==> config.mk <==
export PLATFORM = sky130hd
export DESIGN_NAME = iobuf_dir_ctrl
export DESIGN_NICKNAME = d
export VERILOG_FILES = /design/src/rtl/iobuf_ctrl_pkg.sv /design/src/rtl/iobuf_ctrl_cnt.sv /design/src/rtl/iobuf_dir_ctrl.sv
export SDC_FILE = /design/constraint.sdc
export NUM_CORES = 1
export LEC_CHECK = 0
export ABC_AREA = 1
export CORE_AREA = 2 2 70 45
export CTS_CLUSTER_SIZE = 28
export DETAILED_ROUTE_END_ITERATION = 10
export DIE_AREA = 0 0 72 47
export DONT_BUFFER_PORTS = 1
export HOLD_SLACK_MARGIN = 0.1
export PLACE_DENSITY = 0.76
export SYNTH_ARGS = -nofsm -noshare
export SYNTH_HDL_FRONTEND = slang
export SYNTH_SLANG_ARGS = --single-unit
==> constraint.sdc <==
create_clock -name CLK -period 2 [get_ports CLK]
set_clock_uncertainty 0.1 [all_clocks]
set_input_delay 0.3 -clock CLK [delete_from_list [all_inputs] [get_ports CLK]]
set_output_delay 0.3 -clock CLK [all_outputs]
set_load 0.02 [all_outputs]
==> src/rtl/iobuf_ctrl_pkg.sv <==
// iobuf_ctrl_pkg: shared types and constants for the IOBUF direction controller.
//   state_t     : controller FSM states
//   prio_t      : which requester wins when both ask in the same IDLE cycle
//   CNT_W       : width of the turnaround / beat / timeout counters
//   TIMEOUT_CYC : consecutive TX_VALID-low DRIVE cycles that force an abort
//   TA_MIN/MAX  : legal range of the TA_CYC parameter
package iobuf_ctrl_pkg;

    localparam int CNT_W       = 8;
    localparam int TIMEOUT_CYC = 256;
    localparam int TA_MIN      = 1;
    localparam int TA_MAX      = 15;

    typedef enum logic [2:0] {
        ST_IDLE,
        ST_PRE,
        ST_DRIVE,
        ST_POST,
        ST_SAMPLE
    } state_t;

    typedef enum logic {
        PRIO_RX = 1'b0,
        PRIO_TX = 1'b1
    } prio_t;

    function automatic logic ta_ok(input int ta);
        return (ta >= TA_MIN) && (ta <= TA_MAX);
    endfunction

endpackage

==> src/rtl/iobuf_ctrl_cnt.sv <==
// iobuf_ctrl_cnt: loadable down-counter with a zero flag. Stops at zero
// (never wraps), so a load of N followed by decrements gives N+1 cycles
// until the cycle in which zero is seen.
//   gclk, grst_n : clock, synchronous active-low reset (count -> 0)
//   load         : load load_val (has priority over dec)
//   load_val     : value to load
//   dec          : decrement when non-zero
//   zero         : count == 0
module iobuf_ctrl_cnt
    import iobuf_ctrl_pkg::*;
#(
    parameter int W = CNT_W
) (
    input  logic         gclk,
    input  logic         grst_n,
    input  logic         load,
    input  logic [W-1:0] load_val,
    input  logic         dec,
    output logic         zero
);

    logic [W-1:0] cnt_q;

    always_ff @(posedge gclk) begin
        if (!grst_n)
            cnt_q <= '0;
        else if (load)
            cnt_q <= load_val;
        else if (dec && (cnt_q != '0))
            cnt_q <= cnt_q - W'(1);
    end

    assign zero = (cnt_q == '0);

endmodule

==> src/rtl/iobuf_dir_ctrl.sv <==
// iobuf_dir_ctrl: half-duplex direction controller for a bank of WIDTH IOBUFs.
// Arbitrates the pad bank between a TX requester (drives pads) and an RX
// requester (samples pads) and inserts TA_CYC high-Z cycles before and after
// every drive burst.
//
// Optional feature macro: IOBUF_CTRL_TIMEOUT_EN
//   defined   : 256 consecutive TX_VALID-low cycles in DRIVE end the burst,
//               TX_ABORT pulses in the first POST cycle.
//   undefined : DRIVE waits forever, TX_ABORT is tied 0.
//
// Ports:
//   CLK, RST_N          clock, synchronous active-low reset
//   TX_REQ              drive request (level, held until first TX_READY)
//   TX_VALID/DATA/LAST  TX beat; accepted when TX_VALID & TX_READY
//   TX_READY            high in DRIVE
//   TX_ABORT            one-cycle pulse on timeout abort
//   RX_REQ, RX_LEN      sample request (level) and beats-1, captured at RX_GNT
//   RX_GNT              one-cycle grant pulse
//   RX_VALID, RX_DATA   registered pad samples
//   BUSY                state != IDLE
//   PAD_I, PAD_T, PAD_O IOBUF I, T (1 = high-Z, all bits equal), O
module iobuf_dir_ctrl
    import iobuf_ctrl_pkg::*;
#(
    parameter int WIDTH  = 8,
    parameter int TA_CYC = 2
) (
    input  logic             CLK,
    input  logic             RST_N,
    input  logic             TX_REQ,
    input  logic             TX_VALID,
    input  logic [WIDTH-1:0] TX_DATA,
    input  logic             TX_LAST,
    output logic             TX_READY,
    output logic             TX_ABORT,
    input  logic             RX_REQ,
    input  logic [7:0]       RX_LEN,
    output logic             RX_GNT,
    output logic             RX_VALID,
    output logic [WIDTH-1:0] RX_DATA,
    output logic             BUSY,
    output logic [WIDTH-1:0] PAD_I,
    output logic [WIDTH-1:0] PAD_T,
    input  logic [WIDTH-1:0] PAD_O
);

    if (!ta_ok(TA_CYC)) begin : g_ta_bad
        $error("iobuf_dir_ctrl: TA_CYC must be in 1..15");
    end

    state_t             state_q, state_d;
    prio_t              prio_q, prio_d;
    logic               cnt_load, cnt_dec, cnt_zero;
    logic [CNT_W-1:0]   cnt_val;
    logic               tx_accept;
    logic               timeout;

    assign tx_accept = TX_READY & TX_VALID;
    assign BUSY      = (state_q != ST_IDLE);

    // One counter serves PRE/POST turnaround and the SAMPLE beat count;
    // these phases never overlap.
    iobuf_ctrl_cnt #(.W(CNT_W)) u_cnt (
        .gclk     (CLK),
        .grst_n   (RST_N),
        .load     (cnt_load),
        .load_val (cnt_val),
        .dec      (cnt_dec),
        .zero     (cnt_zero)
    );

`ifdef IOBUF_CTRL_TIMEOUT_EN
    logic to_load, to_zero, abort_q;

    // Reloaded outside DRIVE and on every valid cycle, so in DRIVE it counts
    // the current run of TX_VALID-low cycles; zero marks the 256th.
    assign to_load = (state_q != ST_DRIVE) | TX_VALID;
    assign timeout = (state_q == ST_DRIVE) & ~TX_VALID & to_zero;

    iobuf_ctrl_cnt #(.W(CNT_W)) u_to_cnt (
        .gclk     (CLK),
        .grst_n   (RST_N),
        .load     (to_load),
        .load_val (CNT_W'(TIMEOUT_CYC - 1)),
        .dec      (~to_load),
        .zero     (to_zero)
    );

    always_ff @(posedge CLK) begin
        if (!RST_N)
            abort_q <= 1'b0;
        else
            abort_q <= timeout;
    end

    assign TX_ABORT = abort_q;
`else
    assign timeout  = 1'b0;
    assign TX_ABORT = 1'b0;
`endif

    always_ff @(posedge CLK) begin
        if (!RST_N) begin
            state_q <= ST_IDLE;
            prio_q  <= PRIO_RX;
        end else begin
            state_q <= state_d;
            prio_q  <= prio_d;
        end
    end

    // Priority moves to the side that was not just granted (round-robin).
    always_comb begin
        state_d  = state_q;
        prio_d   = prio_q;
        cnt_load = 1'b0;
        cnt_val  = '0;
        cnt_dec  = 1'b0;
        TX_READY = 1'b0;
        RX_GNT   = 1'b0;
        case (state_q)
            ST_IDLE: begin
                if (TX_REQ && (!RX_REQ || (prio_q == PRIO_TX))) begin
                    state_d  = ST_PRE;
                    prio_d   = PRIO_RX;
                    cnt_load = 1'b1;
                    cnt_val  = CNT_W'(TA_CYC - 1);
                end else if (RX_REQ) begin
                    RX_GNT   = 1'b1;
                    state_d  = ST_SAMPLE;
                    prio_d   = PRIO_TX;
                    cnt_load = 1'b1;
                    cnt_val  = RX_LEN;
                end
            end
            ST_PRE: begin
                if (cnt_zero) state_d = ST_DRIVE;
                else          cnt_dec = 1'b1;
            end
            ST_DRIVE: begin
                TX_READY = 1'b1;
                if ((TX_VALID && TX_LAST) || timeout) begin
                    // TA_CYC+1 POST cycles: one still driving, TA_CYC high-Z.
                    state_d  = ST_POST;
                    cnt_load = 1'b1;
                    cnt_val  = CNT_W'(TA_CYC);
                end
            end
            ST_POST, ST_SAMPLE: begin
                if (cnt_zero) state_d = ST_IDLE;
                else          cnt_dec = 1'b1;
            end
            default: state_d = ST_IDLE;
        endcase
    end

    // Pad drive: PAD_T drops only on an accepted beat, holds through
    // TX_VALID gaps in DRIVE, and returns high the cycle after DRIVE ends,
    // which leaves the last beat on the pads for the first POST cycle.
    always_ff @(posedge CLK) begin
        if (!RST_N) begin
            PAD_I    <= '0;
            PAD_T    <= '1;
            RX_DATA  <= '0;
            RX_VALID <= 1'b0;
        end else begin
            if (tx_accept) begin
                PAD_I <= TX_DATA;
                PAD_T <= '0;
            end else if (state_q != ST_DRIVE) begin
                PAD_T <= '1;
            end
            RX_VALID <= (state_q == ST_SAMPLE);
            if (state_q == ST_SAMPLE)
                RX_DATA <= PAD_O;
        end
    end

endmodule

==> summary by stage, run 1 <==
Finish
Fill cells in the final layout number roughly 220. In the final layout, flip-flops and latches occupy between 600 and 700 um^2. Of the cells placed in the final design, the portion with a size suffix greater than 1 is 0.114. The count of inserted antenna diode cells is 0. The multi-input combinational cells in the finished layout cover a total of around 870 um^2. The total number of nets in the final design is about 300. The area growth from synthesis to layout is 23.9%. The finished cells cover around 2000 um^2.

Place
The number of buffer cells added on primary ports is 0. The HPWL after detailed placement is around 2600 um. The worst setup slack before clock tree synthesis is between 400 and 500 ps.

The global placement routability congestion is between 0.8 and 0.9. After detailed placement, the total cell area comes to around 1600 um^2.

GRT
The number of antenna violations at the first check in global routing is 0. In the global route stage, overall resource usage came out at 0.272. The largest net degree at the start of global routing is 20. The first global-routing pass estimated 6800 um of wire. Summed over all layers, the global routing overflow is 0. The via count of the first global-routing pass is 1502.

Synthesis
After synthesis the cells add up to approximately 1600 um^2. The proportion of netlist area held by the largest area contributor is 0.369. The share of synthesized cell area in full adder, half adder and majority cells is 0.0154.

The commonest cells after synthesis are sky130_fd_sc_hd__nand2_1, sky130_fd_sc_hd__nor2_1, sky130_fd_sc_hd__dfxtp_1, sky130_fd_sc_hd__nand3_1, sky130_fd_sc_hd__inv_1. After synthesis, the share of cell area in mux cells is 0. The xor and xnor area share after synthesis is 0.00538.

After synthesis, the share of flip-flops with an asynchronous set or reset is 0. The post-synthesis sequential area ratio is 0.369. Dividing the synthesized area by the synthesized cell count gives between 6 and 7 um^2. In this run, synthesis inferred 0 flip-flops with an integrated enable. The fraction of the mapped netlist area in compound gates is 0.0814. Summed over all instances, the cell type with the most area after synthesis is sky130_fd_sc_hd__dfxtp_1. Counting flops and latches in the post-synthesis netlist gives 30. The gate count of the mapped netlist is around 250. The post-synthesis share of cell area spent on and, or, nand and nor gates is 0.422. After synthesis, the cell types taking the most area are sky130_fd_sc_hd__dfxtp_1, sky130_fd_sc_hd__nand2_1, sky130_fd_sc_hd__nor2_1. The most common cell in the netlist is sky130_fd_sc_hd__nand2_1. The predominant post-synthesis flop cell is sky130_fd_sc_hd__dfxtp_1.

The count of distinct cell types in the synthesized netlist is 23. The net count after synthesis is around 280. After synthesis, the largest family of logic cells by area is simple AND/OR/NAND/NOR gates. The number of warnings issued by yosys is 0.

Floorplanning
The die height is between 40 and 50 um. The initialized floorplan defines 15 standard-cell rows. The initial utilization of the core area, before any placement, comes to 0.590. The core region is ~2800 um^2. Pin placement for this block handled 59 I/O pins. Measured along the x axis, the die boundary spans 72 um. The die covers 3380 um^2.

Worst setup path
At the worst endpoint, the required time is roughly 2100 ps. The signal on the critical path passes through inv_2 > nand2_2 > nor2_4 > buf_8 > nand3_1 > a21oi_1 > dlygate4sd3_1. The endpoint identified for the worst register-to-register timing path is PAD_I[3]$_SDFFE_PN0P_. The setup slack of the most critical reg-to-reg path is approximately 90 ps. The kind of cell adding the most delay to the critical path is buffers and inverters. The startpoint type of the worst setup path is a flop. The startpoint of the most critical register-to-register path is state_q[2]$_SDFFE_PN0P_. The worst-case reg-to-reg path depth is 7. The path type of the worst setup path is reg2reg.

In this design, the stage delay of the slowest critical-path cell is around 560 ps. For the worst setup path, the data arrival time is 2040 ps. Counting both buffers and inverters, the worst setup path holds a total of 3. The cell at the slowest stage of the critical path is sky130_fd_sc_hd__dlygate4sd3_1. The type of element capturing the critical path is a flop. In this run the worst path has a maximum fanout of 10.

Hold path
The worst hold path belongs to the class in2reg. The worst hold path passes through 4 cells. For hold timing, the worst endpoint is u_cnt.cnt_q[5]$_SDFFE_PN0P_.

The critical hold path startpoint is RX_LEN[5].

Timing
The final critical path time including I/O delays and setup is 1910 ps. The number of endpoints failing setup at the final stage is 0. Dividing the final minimum period by the clock period gives 0.954. The number of pins exceeding their max-slew limit in the final report is 0.

The slack of the critical path is approximately 92 ps. For the pin with the worst max-slew slack, the measured transition is ~700 ps. In the final timing run, aggregate negative setup slack is 0 ps. The peak clock frequency supported by timing is ~520 MHz.

The number of hold violations in the final report is 0. The headroom to the max-slew limit is 0.534. On the final layout, the worst hold slack is roughly 130 ps. Setup repair after global routing left no endpoint under its margin.

Power and ir drop
The peak supply drop is 866 uV. The power per standard cell area is 1610 nW/um^2. The cell leakage power is between 0.9 and 1 nW.

Route
The routed layout has roughly 1600 vias. The count of nets left with antenna violations once routing finished came out at 0. For this block, the initial DRC count from the detailed router was 123. Dividing the detail-routed via count by the number of cells gives between 5 and 6. In the routed design, unresolved DRC markers number 0. The pre-antenna-repair detailed-routing pass consisted of 4 iterations. In the final routed layout, each cell accounts on average for ~14 um. For this block, the routed nets add up to 4180 um of wire.

Outcome
The run finished with clean final reports.

Clock network
TritonCTS built the clock tree. The CTS root buffer is sky130_fd_sc_hd__clkbuf_8. The clock insertion delay at the later pin of the skew report is between 200 and 300 ps.

The longest clock path from root to sink contains 2 buffers. After clock tree synthesis, the clock-pin slew on the worst setup and hold paths is ~70 ps. CTS built an H-tree with a depth of 2.

The number of clock sinks is 30. TritonCTS created 5 clock buffers.

Run
The tool flagged a number of max-cap violations equal to 0.
-- worst min-delay path, stage by stage --
cell and delay, ps:
sky130_fd_sc_hd__nand2_1 30, sky130_fd_sc_hd__nand2_1 50, sky130_fd_sc_hd__nor2_1 30, sky130_fd_sc_hd__nor2_1 70
-- metrics by stage --
step	cells	total power, mW	util
final	306	3.25	0.732
after floorplan	251	2.14	-
after CTS	306	3.22	0.724
after global placement	275	2.36	0.589
after global routing	306	3.52	0.732
after detailed placement	275	2.39	0.589
-- layer usage --
layer,global-route usage,vias to the layer above,share of wire
met5,0,-,0
met4,0.0943,0,0.010
met3,0.0858,5,0.060
met2,0.431,43,0.47
met1,0.359,715,0.46
li1,-,816,-
-- layout make-up --
| cell class | instances | area share |
|---|---|---|
| clock buffers | 6 | 0.0409 |
| inverters | 23 | 0.0440 |
| repair buffers | 26 | 0.136 |
| clock inverters | 2 | 0.0298 |
| flip-flops and latches | 30 | 0.298 |
| well taps | 34 | 0.0211 |
| multi-input cells | 185 | 0.430 |
-- placed cells by master, fill, tap and decap left out, drive strengths merged --
cell,n
a21oi,10
dlygate4sd3,22
inv,22
buf,3
dlymetal6s4s,1
bufinv,2
conb,1
ha,2
clkinv,1
nand4,2
clkbuf,6
dfxtp,30
nor2,63
nand3,20
nand2,70
o211ai,1
xor2,1
o21ai,15
-- logic make-up (layout without fill, tap and decap cells) --
group	Yosys count	after routing
XOR/XNOR	1	1
buffers and inverters	36	57
other	1	1
AND/OR/NAND/NOR	155	155
AO/OA/AOI/OAI	26	26
adder cells (fa/ha/maj)	2	2
flip-flops	30	30
-- sequential cells by signal, indices dropped and copies added (netlist names) --
name / cells
PAD_I: 8
RX_VALID: 1
PAD_T: 1
state_q: 3
RX_DATA: 8
u_cnt.cnt_q: 8
prio_q: 1
-- report_power, final --
| part | internal (mW) | switching [mW] |
|---|---|---|
| clock network | 0.531 | 0.245 |
| logic | 0.517 | 0.973 |
| registers | 0.759 | 0.222 |
| total | 1.81 | 1.44 |
-- worst max-delay path by stage --
stage                           startpoint                           to  depth (start not counted)  slack [ps]
2_1_floorplan  u_cnt.cnt_q[0]$_SDFFE_PN0P_  u_cnt.cnt_q[5]$_SDFFE_PN0P_                          9         590
3_3_place_gp   u_cnt.cnt_q[0]$_SDFFE_PN0P_  u_cnt.cnt_q[5]$_SDFFE_PN0P_                          9         460
3_5_place_dp   u_cnt.cnt_q[0]$_SDFFE_PN0P_  u_cnt.cnt_q[7]$_SDFFE_PN0P_                          9         420
4_1_cts            state_q[2]$_SDFFE_PN0P_        PAD_I[2]$_SDFFE_PN0P_                          7          20
5_1_grt            state_q[2]$_SDFFE_PN0P_        PAD_I[3]$_SDFFE_PN0P_                          7        0.04
6_report           state_q[2]$_SDFFE_PN0P_        PAD_I[3]$_SDFFE_PN0P_                          7          90
-- what timing repair did --
action	CTS	global route
gates resized for setup	0	6
hold buffers	23	0
setup buffers	0	0
setup endpoints to repair	0	5
hold endpoints to repair	27	0
No activity file was read; power rests on OpenSTA's default activity.
==> run 2: changes to the inputs <==
--- a/config.mk
+++ b/config.mk
@@ -6,13 +6,12 @@
 export NUM_CORES = 1
 export LEC_CHECK = 0
 export ABC_AREA = 1
-export CORE_AREA = 2 2 70 45
+export CORE_AREA = 2 2 92 58
 export CTS_CLUSTER_SIZE = 28
 export DETAILED_ROUTE_END_ITERATION = 10
-export DIE_AREA = 0 0 72 47
+export DIE_AREA = 0 0 94 60
 export DONT_BUFFER_PORTS = 1
 export HOLD_SLACK_MARGIN = 0.1
-export PLACE_DENSITY = 0.76
 export SYNTH_ARGS = -nofsm -noshare
 export SYNTH_HDL_FRONTEND = slang
 export SYNTH_SLANG_ARGS = --single-unit
==> run 2 against run 1 <==
  * Cell area fell by 3.8%
  * Combinational power down 3%
  * Core utilization shrank 33 points
  * Clock-buffer cell count is the same
  * Register-to-register slack improved by 140 ps
  * Wire length is essentially flat
  * Clock power fell by 32%
  * Sequential share of layout area increased by 1.2 points
  * Final cell count up 9.2%
  * Critical endpoint is now TX_READY
  * Largest power group unchanged
==> summary by stage, run 2 (same netlist as run 1, synthesis figures left out) <==
Floorplanning
The die height is 60 um (+28%). The number of top-level pins was 59 (unchanged). The overall die width is 94 um (+31%). The placeable core region is 4880 um^2 (+77%). The number of placement rows came to 20 (+5). The effective utilization at floorplan is 0.334 (-0.257).

The area of the die is 5640 um^2 (+67%).

Clock network
The clock insertion delay at the later pin of the skew report came to 290 ps (about the same). The deepest level of the CTS H-tree was 2 (unchanged). The CTS root buffer is sky130_fd_sc_hd__clkbuf_8. The number of buffers added by the clock tree synthesis step is 5 (unchanged). The setup fix buffers added after clock tree synthesis is 0 (unchanged). The clock-pin transition on the worst setup and hold timing paths is 70 ps (about the same). The number of clock sinks is 30 (unchanged). The maximum clock path buffer count is 2 (unchanged). The TritonCTS clock tree is yes.

Timing
The number of hold violations in the final report is 0 (unchanged). Setup repair after global routing left no endpoint under its margin. The sum of negative setup slack is 0 ps (unchanged).

The peak clock frequency supported by timing is 557 MHz (+6.3%). The number of endpoints failing setup at the final stage is 0 (unchanged). The tightest hold margin is 133 ps (-1.85 ps). The slack of the critical path is 205 ps (+113 ps).

The slew at the pin with the worst max-slew slack was 720 ps (+21.3 ps). The headroom to the max-slew limit is 0.520 (-0.0142). The final critical path time including I/O delays and setup is 1790 ps (-113 ps). The number of pins exceeding their max-slew limit in the final report is 0 (unchanged). The ratio of final minimum period to clock period is 0.897 (-0.0567).

Route
The total wire length after detailed routing came to 4180 um (about the same). The routed via count is 1559 (-1.3%). The violation count after the first detailed-routing iteration is 90 (-27%). The via density per instance is 4.67 (-9.5%). The first-pass detailed-route iteration total was 4 (unchanged).

The per-cell routed wire length was 12.5 um (-8.4%). The residual antenna-violating net count after detailed routing is 0 (unchanged). The number of remaining DRC errors is 0 (unchanged).

GRT
The number of antenna violations at the first check in global routing was 0 (unchanged). The final global-route overflow total was 0 (unchanged). The via count of the first global-routing pass came to 1480 (-1.5%). The wire length of the first global-routing pass is 6890 um (+1.2%). The largest net degree at the start of global routing is 20 (unchanged). The global-route usage over all layers was 0.161 (-0.111).

Place
The global placement routability congestion was 0.824 (-3.0%). The half-perimeter wire length of the detailed placement result is 2780 um (+6.8%). The number of buffer cells added on primary ports is 0 (unchanged). The placed standard-cell area is 1650 um^2 (+1.7%). The worst setup slack before clock tree synthesis is 438 ps (+19.4 ps). The placed cell count is 307 (+12%).

Worst setup path
The worst-case reg-to-reg path depth came to 5 (-2). The worst setup path is launched from a flop. The highest net fanout along the worst path is 9 (-1).

STA classifies the critical path endpoint as a primary output. The arrival time of the worst setup path is 1390 ps (-650 ps). The startpoint of the most critical register-to-register path is state_q[2]$_SDFFE_PN0P_. The end of the worst register-to-register path is PAD_T[6]$_SDFFE_PN1P_. The setup slack of the most critical reg-to-reg path is 230 ps (+140 ps).

The required time of the critical path is 1600 ps (-530 ps). The setup path with the least slack is of type reg2out.

Hold path
The critical hold path startpoint is RX_LEN[7]. The path with the worst hold slack has its endpoint at u_cnt.cnt_q[7]$_SDFFE_PN0P_. The worst hold path depth is 4 (unchanged). The path type of the worst min-delay path is in2reg.

Finish
The count of inserted antenna diode cells came to 0 (unchanged). The share of layout cells above drive strength 1 is 0.108 (-0.00576). The library cells used most frequently in the layout, excluding fill and tap cells, are sky130_fd_sc_hd__nand2_1, sky130_fd_sc_hd__nor2_1, sky130_fd_sc_hd__dfxtp_1, sky130_fd_sc_hd__nand3_1.

The area taken by flip-flops and latches is 602 um^2 (unchanged). The final core utilization is 0.398 (-0.334). The number of standard cells in the final layout excluding fillers came to 334 (+9.2%). In the final layout, the registers with the most flip-flops are PAD_I (8), RX_DATA (8), u_cnt.cnt_q (8). The final-layout fill cell count came to 515 (+130%).

The post-route cell area is 1940 um^2 (-3.8%). The library cell used most frequently in the layout, excluding fill and tap cells, is sky130_fd_sc_hd__nand2_1. The area growth from synthesis to layout is 19.1%. The total number of nets in the final design is 299 (-1.3%). The footprint of the multi-input gates was 857 um^2 (-1.2%).

Outcome
The flow ran to the end, and the final reports show no timing, DRC or antenna violations.

Power and ir drop
The cell leakage power came to 0.899 nW (-6.3%). The total design power came to 2.96 mW (-8.9%). The power per standard cell area was 1530 nW/um^2 (-5.2%). The peak supply drop came to 473 uV (-45%).

Run
The max-cap check violation count was 0 (unchanged).
==> run 2: power breakdown <==
group          internal, mW  switching, mW
logic                 0.492          0.954
registers             0.759          0.228
clock network         0.276          0.251
total                  1.53           1.43
==> run 2: critical path: stages (launching register included) <==
cell and delay, ps:
sky130_fd_sc_hd__dfxtp_1 360, sky130_fd_sc_hd__inv_2 140, sky130_fd_sc_hd__nand2_2 90, sky130_fd_sc_hd__nor2_1 250, sky130_fd_sc_hd__buf_4 260
==> run 2: cell type report <==
| cell class | count | area share |
|---|---|---|
| timing repair buffer | 22 | 0.111 |
| clock buffer | 6 | 0.0426 |
| inverter | 23 | 0.0458 |
| tap | 66 | 0.0426 |
| clock inverter | 2 | 0.00645 |
| multi-input combinational | 185 | 0.442 |
| sequential | 30 | 0.310 |
==> run 2: how the worst max path moves through the flow <==
stage                           startpoint                     endpoint  cells past startpoint
6_report           state_q[2]$_SDFFE_PN0P_                     TX_READY                      4
3_5_place_dp   u_cnt.cnt_q[0]$_SDFFE_PN0P_  u_cnt.cnt_q[7]$_SDFFE_PN0P_                      9
5_1_grt            state_q[2]$_SDFFE_PN0P_        PAD_T[6]$_SDFFE_PN1P_                      5
2_1_floorplan  u_cnt.cnt_q[0]$_SDFFE_PN0P_  u_cnt.cnt_q[5]$_SDFFE_PN0P_                      9
4_1_cts                              RST_N        PAD_T[6]$_SDFFE_PN1P_                      3
3_3_place_gp   u_cnt.cnt_q[0]$_SDFFE_PN0P_  u_cnt.cnt_q[6]$_SDFFE_PN0P_                      9
==> run 2: timing repair <==
action	CTS	global route
hold buffers	19	0
hold endpoints to repair	27	0
resized for setup	0	1
setup endpoints to repair	0	1
==> run 2: routing by layer <==
metal / wire, um / GRT usage / vias up
li1: - / - / 807
met1: 2030 / 0.205 / 696
met2: 1750 / 0.246 / 50
met3: 318 / 0.0555 / 6
met4: 81 / 0.0766 / 0
met5: 0 / 0 / -
==> run 3: changes to the inputs <==
--- a/config.mk
+++ b/config.mk
@@ -6,12 +6,13 @@
 export NUM_CORES = 1
 export LEC_CHECK = 0
 export ABC_AREA = 1
-export CORE_AREA = 2 2 92 58
+export CORE_AREA = 2 2 74 48
 export CTS_CLUSTER_SIZE = 28
 export DETAILED_ROUTE_END_ITERATION = 10
-export DIE_AREA = 0 0 94 60
+export DIE_AREA = 0 0 76 50
 export DONT_BUFFER_PORTS = 1
 export HOLD_SLACK_MARGIN = 0.1
+export PLACE_DENSITY = 0.68
 export SYNTH_ARGS = -nofsm -noshare
 export SYNTH_HDL_FRONTEND = slang
 export SYNTH_SLANG_ARGS = --single-unit
==> run 3 against run 2 <==
  * Via count down 4.8%
  * Largest power group unchanged
  * Flip-flop and latch count unchanged
  * Core utilization up 23 points
==> summary by stage, run 3 (same netlist as run 1, synthesis figures left out) <==
Outcome
The run finished with clean final reports.

Floorplanning
The area of the die was 3800 um^2 (-33%). The die height was 50 um (-17%). The number of placement rows came to 16 (-20%).

The placeable core region is 3100 um^2 (-36%). The number of top-level pins is 59 (unchanged). The effective utilization at floorplan was 0.525 (+0.191).

The overall die width is 76 um (-19%).

Finish
The area growth from synthesis to layout is 19.2% (about the same). The count of inserted antenna diode cells is 0 (unchanged). The total number of nets in the final design came to 297 (-0.67%). Leaving out fill and tap cells, the most frequent cell in the layout is sky130_fd_sc_hd__nand2_1. The share of layout cells above drive strength 1 is 0.105 (-0.00295).

The largest registers in the layout are PAD_I (8), RX_DATA (8), u_cnt.cnt_q (8). The number of standard cells in the final layout excluding fillers is 311 (-6.9%). The top cell types in the final layout, fill and taps aside, are sky130_fd_sc_hd__nand2_1, sky130_fd_sc_hd__nor2_1, sky130_fd_sc_hd__dfxtp_1, sky130_fd_sc_hd__nand3_1. The post-route cell area is 1940 um^2 (about the same).

Worst setup path
The end of the worst register-to-register path is u_cnt.cnt_q[6]$_SDFFE_PN0P_. The critical path is of the reg2out type. The worst setup path is launched from a flop. STA classifies the critical path endpoint as a primary output. The worst register-to-register path begins at u_cnt.cnt_q[0]$_SDFFE_PN0P_.

The worst-case reg-to-reg path depth is 9 (+4). The setup slack of the most critical reg-to-reg path came to 400 ps (+170 ps). The arrival time of the worst setup path is 1390 ps (about the same).

The highest net fanout along the worst path was 8 (-1). The required time of the critical path was 1600 ps (about the same).

Route
The number of remaining DRC errors is 0 (unchanged). The first-pass detailed-route iteration total came to 4 (unchanged). The total wire length after detailed routing is 3770 um (-9.9%). The per-cell routed wire length was 12.1 um (-3.3%). The via density per instance is 4.77 (+2.2%).

The routed via count is 1484 (-4.8%). The residual antenna-violating net count after detailed routing is 0 (unchanged). The violation count after the first detailed-routing iteration is 114 (+27%).

GRT
The wire length of the first global-routing pass is 6410 um (-6.9%). The number of antenna violations at the first check in global routing is 0 (unchanged). The largest net degree at the start of global routing is 20 (unchanged). The via count of the first global-routing pass is 1397 (-5.6%). The global-route usage over all layers is 0.214 (+0.0537).

The final global-route overflow total is 0 (unchanged).

Timing
The ratio of final minimum period to clock period was 0.897 (about the same). Setup repair after global routing left no endpoint under its margin. The slew at the pin with the worst max-slew slack is 635 ps (-85.0 ps). The number of endpoints failing setup at the final stage is 0 (unchanged). The peak clock frequency supported by timing came to 557 MHz (about the same).

The number of pins exceeding their max-slew limit in the final report is 0 (unchanged). The final critical path time including I/O delays and setup was 1790 ps (-0.893 ps). The sum of negative setup slack is 0 ps (unchanged). The number of hold violations in the final report is 0 (unchanged). The tightest hold margin is 129 ps (-3.89 ps). The headroom to the max-slew limit was 0.575 (+0.0553).

Place
The half-perimeter wire length of the detailed placement result is 2600 um (-6.7%). The number of buffer cells added on primary ports came to 0 (unchanged). The global placement routability congestion is 0.863 (+4.7%). The placed cell count is 285 (-7.2%). The placed standard-cell area is 1620 um^2 (-2.0%).

Hold path
The critical hold path startpoint is RX_LEN[5]. The worst hold path depth is 4 (unchanged). The tightest min-delay check is of the in2reg type. The worst hold path terminates at u_cnt.cnt_q[5]$_SDFFE_PN0P_.

Clock network
The setup fix buffers added after clock tree synthesis was 0 (unchanged). The clock-pin transition on the worst setup and hold timing paths came to 70 ps (about the same). The post-cts resize count was 0 (unchanged). The TritonCTS clock tree is yes.

The hold buffer count at cts is 18 (-1). The deepest level of the CTS H-tree is 2 (unchanged). The number of clock sinks is 30 (unchanged). The number of buffers added by the clock tree synthesis step came to 5 (unchanged).

The clock insertion delay at the later pin of the skew report came to 280 ps (about the same). The cell sitting at the root of the clock tree is a sky130_fd_sc_hd__clkbuf_8. The maximum clock path buffer count was 2 (unchanged).

Run
The max-cap check violation count is 0 (unchanged).

Power and ir drop
The power per standard cell area was 1630 nW/um^2 (+7.1%). The cell leakage power is 0.909 nW (+1.1%). The peak supply drop is 635 uV (+34%).
[run 3: worst max path at each step]
| stage | slack [ps] | from | depth (start not counted) | to |
|---|---|---|---|---|
| 5_1_grt | 50 | state_q[2]$_SDFFE_PN0P_ | 4 | TX_READY |
| 4_1_cts | 190 | state_q[2]$_SDFFE_PN0P_ | 4 | TX_READY |
| 3_3_place_gp | 420 | u_cnt.cnt_q[0]$_SDFFE_PN0P_ | 9 | u_cnt.cnt_q[5]$_SDFFE_PN0P_ |
| 2_1_floorplan | 590 | u_cnt.cnt_q[0]$_SDFFE_PN0P_ | 9 | u_cnt.cnt_q[5]$_SDFFE_PN0P_ |
| 6_report | 210 | state_q[2]$_SDFFE_PN0P_ | 4 | TX_READY |
| 3_5_place_dp | 430 | u_cnt.cnt_q[0]$_SDFFE_PN0P_ | 9 | u_cnt.cnt_q[6]$_SDFFE_PN0P_ |
[run 3: layout make-up]
class | instances | area, um^2
fill | 291 | 1160
multi-input combinational | 185 | 857
sequential | 30 | 602
timing repair buffer | 20 | 195
inverter | 23 | 88.8
clock buffer | 6 | 82.6
clock inverter | 2 | 60.1
tap | 45 | 56.3
[run 3: power by group]
group | switching (mW) | internal [mW]
clock network | 0.237 | 0.531
logic | 0.942 | 0.486
registers | 0.218 | 0.759
[run 3: per-stage QoR]
step	utilization	worst slack (ps)	total power, mW
final	0.626	206	3.17
after global routing	0.626	54.1	3.46
after CTS	0.626	190	3.17
after detailed placement	0.522	435	2.37
after global placement	0.522	420	2.37
after floorplan	-	593	2.14
[run 3: metal layers]
layer / vias to the layer above / global-route usage / wire length, um
met5: - / 0 / 0
met4: 0 / 0.0545 / 7
met3: 2 / 0.0806 / 349
met2: 48 / 0.314 / 1590
met1: 637 / 0.297 / 1820
li1: 797 / - / -
[run 3: critical path, stage by stage (launching register included)]
cell and delay (ps):
sky130_fd_sc_hd__dfxtp_1 360, sky130_fd_sc_hd__inv_2 130, sky130_fd_sc_hd__nand2_2 90, sky130_fd_sc_hd__nor2_1 280, sky130_fd_sc_hd__buf_4 260
